--- src/rtl/pll_cfg_seq.sv ---
// Upstream sequencer for the CGU PLL wrapper: validates a divider request, drives the
// configuration bus with a single setcfg strobe, then qualifies the synchronised PLL lock.
module pll_cfg_seq #(
    parameter int unsigned PREDIV_W    = 5,
    parameter int unsigned FBDIV_W     = 12,
    parameter int unsigned FRAC_W      = 24,
    parameter int unsigned POSTDIV_W   = 3,
    parameter int unsigned NI_MIN      = 16,
    parameter int unsigned SETTLE_CYC  = 16,
    parameter int unsigned LOCK_STABLE = 32,
    parameter int unsigned TIMEOUT_W   = 16
) (
    input  logic                 clk,
    input  logic                 reset,
    input  logic                 cfg_req,
    input  logic                 cfg_off,
    input  logic [PREDIV_W-1:0]  cfg_m,
    input  logic [FBDIV_W-1:0]   cfg_n,
    input  logic [FRAC_W-1:0]    cfg_f,
    input  logic                 cfg_fen,
    input  logic [POSTDIV_W-1:0] cfg_q00,
    input  logic [POSTDIV_W-1:0] cfg_q10,
    input  logic [POSTDIV_W-1:0] cfg_q01,
    input  logic [POSTDIV_W-1:0] cfg_q11,
    input  logic [TIMEOUT_W-1:0] timeout_lim,
    input  logic                 pll_lock,
    output logic                 pllen,
    output logic                 setcfg,
    output logic [PREDIV_W-1:0]  pll_m,
    output logic [FBDIV_W-1:0]   pll_n,
    output logic [FRAC_W-1:0]    pll_f,
    output logic                 pll_fen,
    output logic [POSTDIV_W-1:0] pll_q00,
    output logic [POSTDIV_W-1:0] pll_q10,
    output logic [POSTDIV_W-1:0] pll_q01,
    output logic [POSTDIV_W-1:0] pll_q11,
    output logic                 busy,
    output logic                 locked,
    output logic                 done,
    output logic                 err_inval,
    output logic                 err_timeout,
    output logic                 lost_lock
);

    localparam int unsigned SET_W = $clog2(SETTLE_CYC + 1);
    localparam int unsigned STB_W = $clog2(LOCK_STABLE + 1);

    typedef enum logic [2:0] {
        S_IDLE, S_APPLY, S_SETTLE, S_WAIT_LOCK, S_LOCKED, S_ERR
    } state_t;

    state_t               state_q, state_d;
    logic                 lock_meta_q, lock_s_q;
    logic [SET_W-1:0]     settle_q, settle_d;
    logic [STB_W-1:0]     stable_q, stable_d, stable_inc;
    logic [TIMEOUT_W-1:0] to_q, to_d, to_inc;
    logic                 pllen_q, pllen_d;
    logic                 done_q, done_d;
    logic                 err_inval_q, err_inval_d;
    logic                 err_timeout_q, err_timeout_d;
    logic                 lost_lock_q, lost_lock_d;
    logic [PREDIV_W-1:0]  m_q, m_d;
    logic [FBDIV_W-1:0]   n_q, n_d;
    logic [FRAC_W-1:0]    f_q, f_d;
    logic                 fen_q, fen_d;
    logic [POSTDIV_W-1:0] q00_q, q00_d, q10_q, q10_d, q01_q, q01_d, q11_q, q11_d;
    logic                 req_window, req_valid;

    assign req_window = (state_q == S_IDLE) || (state_q == S_LOCKED) || (state_q == S_ERR);
    assign req_valid  = (cfg_m != '0) && (cfg_n >= FBDIV_W'(NI_MIN));
    // Counters saturate at their terminal value instead of wrapping.
    assign stable_inc = (stable_q == STB_W'(LOCK_STABLE)) ? stable_q : stable_q + 1'b1;
    assign to_inc     = (to_q == '1) ? to_q : to_q + 1'b1;

    always_comb begin
        state_d       = state_q;
        settle_d      = settle_q;
        stable_d      = stable_q;
        to_d          = to_q;
        pllen_d       = pllen_q;
        done_d        = 1'b0;
        err_inval_d   = err_inval_q;
        err_timeout_d = err_timeout_q;
        lost_lock_d   = lost_lock_q;
        m_d   = m_q;   n_d   = n_q;   f_d   = f_q;   fen_d = fen_q;
        q00_d = q00_q; q10_d = q10_q; q01_d = q01_q; q11_d = q11_q;

        if (cfg_off) begin
            state_d       = S_IDLE;
            pllen_d       = 1'b0;
            settle_d      = '0;
            stable_d      = '0;
            to_d          = '0;
            err_inval_d   = 1'b0;
            err_timeout_d = 1'b0;
            lost_lock_d   = 1'b0;
        end else if (cfg_req && req_window && req_valid) begin
            state_d       = S_APPLY;
            pllen_d       = 1'b1;
            settle_d      = '0;
            stable_d      = '0;
            to_d          = '0;
            err_inval_d   = 1'b0;
            err_timeout_d = 1'b0;
            lost_lock_d   = 1'b0;
            m_d   = cfg_m;   n_d   = cfg_n;   f_d   = cfg_f;   fen_d = cfg_fen;
            q00_d = cfg_q00; q10_d = cfg_q10; q01_d = cfg_q01; q11_d = cfg_q11;
        end else begin
            // A rejected request only flags the error; lock supervision still runs.
            if (cfg_req && req_window) begin
                err_inval_d = 1'b1;
            end
            case (state_q)
                S_IDLE, S_ERR: ;
                S_APPLY: begin
                    state_d  = S_SETTLE;
                    settle_d = '0;
                end
                S_SETTLE: begin
                    if (settle_q == SET_W'(SETTLE_CYC - 1)) begin
                        state_d  = S_WAIT_LOCK;
                        stable_d = '0;
                        to_d     = '0;
                    end else begin
                        settle_d = settle_q + 1'b1;
                    end
                end
                S_WAIT_LOCK: begin
                    stable_d = lock_s_q ? stable_inc : '0;
                    to_d     = to_inc;
                    if (lock_s_q && (stable_inc == STB_W'(LOCK_STABLE))) begin
                        state_d = S_LOCKED;
                        done_d  = 1'b1;
                    end else if ((timeout_lim != '0) && (to_inc >= timeout_lim)) begin
                        state_d       = S_ERR;
                        err_timeout_d = 1'b1;
                        done_d        = 1'b1;
                    end
                end
                S_LOCKED: begin
                    if (!lock_s_q) begin
                        state_d     = S_WAIT_LOCK;
                        lost_lock_d = 1'b1;
                        stable_d    = '0;
                        to_d        = '0;
                    end
                end
                default: state_d = S_IDLE;
            endcase
        end
    end

    always_ff @(posedge clk) begin
        if (reset) begin
            state_q       <= S_IDLE;
            lock_meta_q   <= 1'b0;
            lock_s_q      <= 1'b0;
            settle_q      <= '0;
            stable_q      <= '0;
            to_q          <= '0;
            pllen_q       <= 1'b0;
            done_q        <= 1'b0;
            err_inval_q   <= 1'b0;
            err_timeout_q <= 1'b0;
            lost_lock_q   <= 1'b0;
            m_q   <= '0; n_q   <= '0; f_q   <= '0; fen_q <= 1'b0;
            q00_q <= '0; q10_q <= '0; q01_q <= '0; q11_q <= '0;
        end else begin
            state_q       <= state_d;
            lock_meta_q   <= pll_lock;
            lock_s_q      <= lock_meta_q;
            settle_q      <= settle_d;
            stable_q      <= stable_d;
            to_q          <= to_d;
            pllen_q       <= pllen_d;
            done_q        <= done_d;
            err_inval_q   <= err_inval_d;
            err_timeout_q <= err_timeout_d;
            lost_lock_q   <= lost_lock_d;
            m_q   <= m_d;   n_q   <= n_d;   f_q   <= f_d;   fen_q <= fen_d;
            q00_q <= q00_d; q10_q <= q10_d; q01_q <= q01_d; q11_q <= q11_d;
        end
    end

    // APPLY lasts exactly one cycle, so it doubles as the setcfg strobe.
    assign setcfg      = (state_q == S_APPLY);
    assign busy        = (state_q == S_APPLY) || (state_q == S_SETTLE) || (state_q == S_WAIT_LOCK);
    assign locked      = (state_q == S_LOCKED);
    assign pllen       = pllen_q;
    assign done        = done_q;
    assign err_inval   = err_inval_q;
    assign err_timeout = err_timeout_q;
    assign lost_lock   = lost_lock_q;
    assign pll_m       = m_q;
    assign pll_n       = n_q;
    assign pll_f       = f_q;
    assign pll_fen     = fen_q;
    assign pll_q00     = q00_q;
    assign pll_q10     = q10_q;
    assign pll_q01     = q01_q;
    assign pll_q11     = q11_q;

endmodule

--- config.mk ---
export PLATFORM = sky130hd
export DESIGN_NAME = pll_cfg_seq
export DESIGN_NICKNAME = d
export VERILOG_FILES = /design/src/rtl/pll_cfg_seq.sv
export SDC_FILE = /design/constraint.sdc
export NUM_CORES = 1
export LEC_CHECK = 0
export ABC_AREA = 1
export BUFFER_PORTS_ARGS = -buffer_cell sky130_fd_sc_hd__buf_2
export CORE_MARGIN = 8
export CORE_UTILIZATION = 30
export DETAILED_ROUTE_END_ITERATION = 10
export HOLD_SLACK_MARGIN = 0.03
export PLACE_DENSITY_LB_ADDON = 0.12
export SLEW_MARGIN = 30
export SYNTH_ARGS = -nofsm -noshare
export SYNTH_HDL_FRONTEND = slang
export SYNTH_SLANG_ARGS = --single-unit
--- constraint.sdc ---
create_clock -name clk -period 2.27 [get_ports clk]
set_input_delay 0.454 -clock clk [delete_from_list [all_inputs] [get_ports clk]]
set_output_delay 0.454 -clock clk [all_outputs]
set_load 0.03 [all_outputs]
==> results.toml, run 1 <==
[setup_path]
cp.required_ns = 2.55
reg2reg_to = "state_q[0]"
crit_type = "reg -> reg"
crit_fanout = 5
arrival_ns = 2.87
r2r_start = "to_q[9]"
rr_worst_depth = 20
rrSetupSlack_ns = -0.33
cp-end-kind = "flip-flop"
startpoint_type = "flip-flop"

[floorplan]
core_area_um2 = 14980
die_y_um = 139.0
pin_count = 137
rows = 45
die_x_um = 139.0
die_area_um2 = 19330
start_util_pct = 30.32

[clock_tree]
cts_buffers = 9
clk_path_buf_depth = 2
cts_root_buffer = "clkbuf_16"
clk_pin_slew_ns = 0.07
cts_tree = "done"
h-tree-depth = 3
numClockSinks = 91
insertion_delay_ns = 0.34

[drt]
drt_iter0_markers = 224
via_per_inst = 4.516
postRouteAntennaNets = 0
wl_per_cell_um = 13.17
drt_wl_total_um = 13360
drc = 0
num_vias = 4579
drtPass1Iterations = 4

[global_route]
overflow = 0
grt_pass1_vias = 4686
antenna_found_initial = 0
track_usage_pct = 13.71
grt_max_degree = 41
grt_pass1_wl_um = 22080

[yosys]
synth_edf_count = 0
synth.cell_area_um2 = 4541
synth_top_area_share_pct = 40.12
syn_nets = 731
yosysWarnings = 0
synth.area.top_cells = "dfxtp_1 40%, nor2_1 12%, nand2_1 9.2%"
yosysUniqueCellTypes = 40
avgSynthCellArea_um2 = 7.151
synth-main-ff-cell = "dfxtp_1"
async_flop_share_pct = 0
synth_seq_cells = 91
yosysTopAreaCell = "dfxtp_1"
yosysSeqAreaShare_pct = 40.12
netlist_instances = 635

[cells_and_area]
drive_gt1_share_pct = 36.80
fin_area_um2 = 6442
area_delta_synth_final_pct = 41.88
fin_cells = 1014
antennaDiodeCount = 0
nets = 917
final_core_util_pct = 43.02
fill_cells = 1509

[power_and_ir_drop]
leakagePower_uw = 0.003181
p_total_uw = 3741
p_per_area_nw_per_um2 = 580.7
vdd_ir_drop_max_mv = 0.3674

[min_path]
whs_endpoint = "lock_meta_q"
whs_path_depth = 2
hp-class = "in -> reg"
hold_start = "reset"

[job]
max-cap-violations = 0

[sta]
whs_ns = 0.2874
worstMarginPinSlew_ns = 0.6744
fin_ws_ns = -0.3258
fmax_mhz = 385.2
timing.slew.headroom_pct = 55.04
rsz0062_at_grt = "yes"
min_period_ns = 2.596
setup_violations = 5
min_period_over_period_pct = 114.4
maxSlewViolCount = 0
hold_viol = 0
skew_ns = 0.007124

[status]
status = "finished with violations"
failed_checks = "setup timing"

[placement]
place_inst = 981
port_buffers = 136
place_area_um2 = 5766
routabilityCongestion = 0.8130
hpwlAfterDp_um = 9911
## power by group
group / total, uW / switching [uW] / internal (uW) / leakage, uW
Combinational: 547 / 367 / 180 / 0.00229
Clock: 1480 / 667 / 818 / 0.000144
Sequential: 1710 / 36.2 / 1670 / 0.000749
Total: 3740 / 1070 / 2670 / 0.00318
## Yosys cell counts (10+ instances only)
| cell | number |
|---|---|
| nand2_1 | 111 |
| a21oi_1 | 32 |
| ha_1 | 21 |
| nor2_1 | 145 |
| dfxtp_1 | 91 |
| inv_1 | 50 |
| buf_2 | 11 |
| inv_2 | 10 |
| xor2_1 | 10 |
| o21ai_0 | 60 |
| nand3_1 | 19 |
| nand4_1 | 11 |
## worst max path at each step
stage,start,to,slack (ns),cells past startpoint
3_5_place_dp,to_q[0],state_q[0],-0.33,21
6_report,to_q[9],state_q[0],-0.33,20
3_3_place_gp,to_q[0],state_q[0],-0.26,21
4_1_cts,to_q[1],state_q[0],-0.29,21
2_1_floorplan,to_q[0],state_q[0],-0.13,21
5_1_grt,to_q[10],state_q[0],-0.51,21
## through the flow
step                      TNS [ns]  worst slack, ns
after floorplan            -0.3093          -0.1260
after global placement     -0.9864          -0.2580
after detailed placement    -1.196          -0.3340
after CTS                   -1.072          -0.2927
after global routing        -2.094          -0.5073
final                       -1.251          -0.3258
## state kept, by name (all words and copies together) (netlist names), 3 cells and up
register	cells
pll_q00	3
settle_q	5
pll_f	24
pll_q10	3
pll_q11	3
pll_n	12
state_q	3
to_q	16
stable_q	6
pll_m	5
pll_q01	3
## kinds of logic after synthesis
group           after synthesis  share of synthesized area, %
buf+inv                      87                         8.322
compound gates              100                         11.71
xor+xnor                     14                         2.700
fa+ha+maj                    21                         5.787
simple gates                322                         31.36
flops                        91                         40.12
## routing by layer
metal	vias to the layer above	share of wire (%)	GRT usage, %
met3	20	8.4	6.334
met5	-	0	0
met4	0	1.8	4.795
met1	2034	42	14.76
li1	2410	-	-
met2	115	47	23.30
## repair_timing
item,4_1_cts,5_1_grt
buffers inserted,6,10
gates resized for setup,17,38
hold buffers,0,0
gates cloned,0,1
endpoints found under the setup margin,5,5
pin swaps,10,12
## layout make-up
type	instances	area (um^2)	area share (%)
Clock buffer	11	252.7	3.923
Clock inverter	5	45.04	0.6992
Inverter	62	242.7	3.768
Multi-Input combinational cell	457	2621	40.69
Sequential cell	91	1834	28.47
Tap cell	188	235.2	3.651
Timing Repair Buffer	199	1204	18.68
Timing Repair inverter	1	7.507	0.1165
## critical path, cell delays in order (launching register included)
cell	delay [ns]
dfxtp_2	0.35
nand2_2	0.07
nor2_2	0.11
nand4_1	0.20
nor2_4	0.23
clkinvlp_4	0.24
nand2_2	0.16
ha_4	0.21
nand2_2	0.06
nand2_1	0.04
nand2_1	0.06
nand2_2	0.06
nor2_4	0.10
nand2_2	0.04
nand2_1	0.06
nand2_1	0.06
nand2_2	0.12
nand3_2	0.11
nand2_2	0.09
nand2_1	0.05
a21oi_1	0.13
## cells in the final DEF, fill, tap and decap left out, drive strengths merged
master and instances:
buf 199, nor2 157, nand2 115, dfxtp 91, inv 63, o21ai 60
a21oi 34, nand3 22, ha 21, nand4 11, clkbuf 11, xor2 10
nor4 8, xnor2 4, nor3 4, clkinv 3, o21a 2, clkinvlp 2
nand3b 2, a31o 1, and3 1, or2 1, and2 1, o21bai 1
o221ai 1, a22oi 1
Power figures use the tool's default switching activity.
==> run 2: changes to the inputs <==
==> constraint.sdc (replaced) <==
create_clock -name clk -period 2.27 [get_ports clk]
set_input_delay 0.454 -clock clk [delete_from_list [all_inputs] [get_ports clk]]
set_output_delay 0.454 -clock clk [all_outputs]
set_load 0.005 [all_outputs]
==> results.toml, run 2 (synthesis gave the netlist of run 1 again) <==
[setup_path]
cp-end-kind = "flip-flop"
reg2reg_to = "state_q[0]"
crit_type = "reg -> reg"
crit_path_top_delay_cell = "dfxtp_2"
cp.required_ns = 2.55
startpoint_type = "flip-flop"
rrSetupSlack_ns = -0.35
crit_top_cell = "nand2_2"
crit_end = "state_q[0]"
cp.depth = 18
crit_fanout = 5
arrival_ns = 2.90
crit_start = "to_q[9]"
crit_buf_inv = 2
r2r_start = "to_q[9]"
critPathMaxStageDelay_ns = 0.34
rr_worst_depth = 18
crit_chain = "nand2_2, nor2_2, nand4_1, nor2_4, clkinvlp_4, buf_6, nand2_2, ha_4, nand2_2, o21bai_4, a21oi_2, nor2_1, nand2_1, nand2_2, nand3_2, nand2_2, nand2_1, a21oi_1"
crit_family = "simple AND/OR/NAND/NOR gates"

[power_and_ir_drop]
vdd_ir_drop_max_mv = 0.3398
p_total_uw = 3594
p_per_area_nw_per_um2 = 553.2
p_seq_share_pct = 47.4
leakagePower_uw = 0.003222
p_sw_share_pct = 27.11
power_switching_uw = 974.2
internal-power_uw = 2620
comb_power_share_pct = 11.3
clkPwrFrac_pct = 41.3

[status]
status = "finished with violations"
failed_checks = "setup timing"

[floorplan]
pin_count = 137
die_area_um2 = 19330
rows = 45
die_y_um = 139.0
core_area_um2 = 14980
start_util_pct = 30.32
die_x_um = 139.0

[sta]
setup_violations = 5
hold_viol = 0
rsz0062_at_grt = "yes"
min_period_ns = 2.623
skew_ns = 0.008386
timing.slew.headroom_pct = 55.28
min_period_over_period_pct = 115.6
whs_ns = 0.2821
maxSlewViolCount = 0
worstMarginPinSlew_ns = 0.6708
fmax_mhz = 381.2
fin_ws_ns = -0.3533

[cells_and_area]
area_delta_synth_final_pct = 43.07
layout_common_cells = "138 x nor2_1, 136 x buf_2, 93 x nand2_1"
antennaDiodeCount = 0
fin_area_um2 = 6496
layout_commonest_cell = "nor2_1"
nets = 920
largest_reg_flops = 24
drive_gt1_share_pct = 37.64
fill_cells = 1559
final_core_util_pct = 43.38

[clock_tree]
cts_tree = "done"
cts_root_buffer = "clkbuf_16"
clk_path_buf_depth = 2
clk_pin_slew_ns = 0.07
h-tree-depth = 3
insertion_delay_ns = 0.35
cts_buffers = 9
numClockSinks = 91
hold_buffers = 0

[placement]
hpwlAfterDp_um = 10060
routabilityCongestion = 0.8130
port_buffers = 136
place_worst_setup_slack_ns = -0.3314
place_area_um2 = 5766

[min_path]
hp-class = "in -> reg"
hold_start = "reset"
whs_path_depth = 2

[global_route]
grt_max_degree = 41
overflow = 0
antenna_found_initial = 1
grt_pass1_vias = 4776
track_usage_pct = 14.17
grt_pass1_wl_um = 22690

[drt]
drc = 0
wl_per_cell_um = 13.44
via_per_inst = 4.555
drt_iter0_markers = 228
drt_wl_total_um = 13670
drtPass1Iterations = 4
num_vias = 4632
postRouteAntennaNets = 0

[job]
max-cap-violations = 0
run 2: cell types whose count changed in the layout (fill, tap and decap cells not counted), sizes merged:
cell | before | now
inv | 63 | 65
clkbuf | 11 | 9
buf | 199 | 202
run 2: what timing repair did:
item	CTS	global route
gates resized for setup	26	44
cloned	0	1
setup endpoints to repair	5	5
setup buffers	6	13
pin swaps	13	20
run 2: final cells by class:
class	instances	area, um^2	share of cell area, %
well taps	188	235.2	3.621
multi-input cells	457	2648	40.76
clock buffers	9	225.2	3.467
clock inverters	7	67.56	1.040
repair buffers	202	1225	18.86
inverters	62	242.7	3.737
flip-flops and latches	91	1846	28.41
repair inverters	1	7.507	0.1156
run 2: power groups by stage:
stage	registers, uW	clock network [uW]	logic, uW
5_1_grt	1710	1600	463
4_1_cts	1710	1540	403
3_5_place_dp	1740	0	398
2_1_floorplan	1750	0	185
6_report	1700	1480	406
3_3_place_gp	1740	0	391
run 2: layer usage:
metal | up-vias | track usage (%) | share of wire (%)
met5 | - | 0 | 0.088
met4 | 2 | 4.102 | 1.5
met3 | 15 | 6.781 | 8.3
met2 | 107 | 23.89 | 47
met1 | 2092 | 15.57 | 43
li1 | 2416 | - | -
run 2: how the worst min path moves through the flow:
stage / endpoint / slack (ns)
after global placement: lock_s_q / 0.40
after global routing: lock_meta_q / 0.28
after floorplan: lock_s_q / 0.39
after CTS: lock_meta_q / 0.27
after detailed placement: lock_s_q / 0.40
final: lock_meta_q / 0.28
run 2: per-stage QoR:
step | instances | TNS [ns]
after floorplan | 635 | -0.2994
final | 1017 | -1.462
after detailed placement | 981 | -1.200
after global placement | 981 | -0.9863
after CTS | 1003 | -1.214
after global routing | 1017 | -2.730
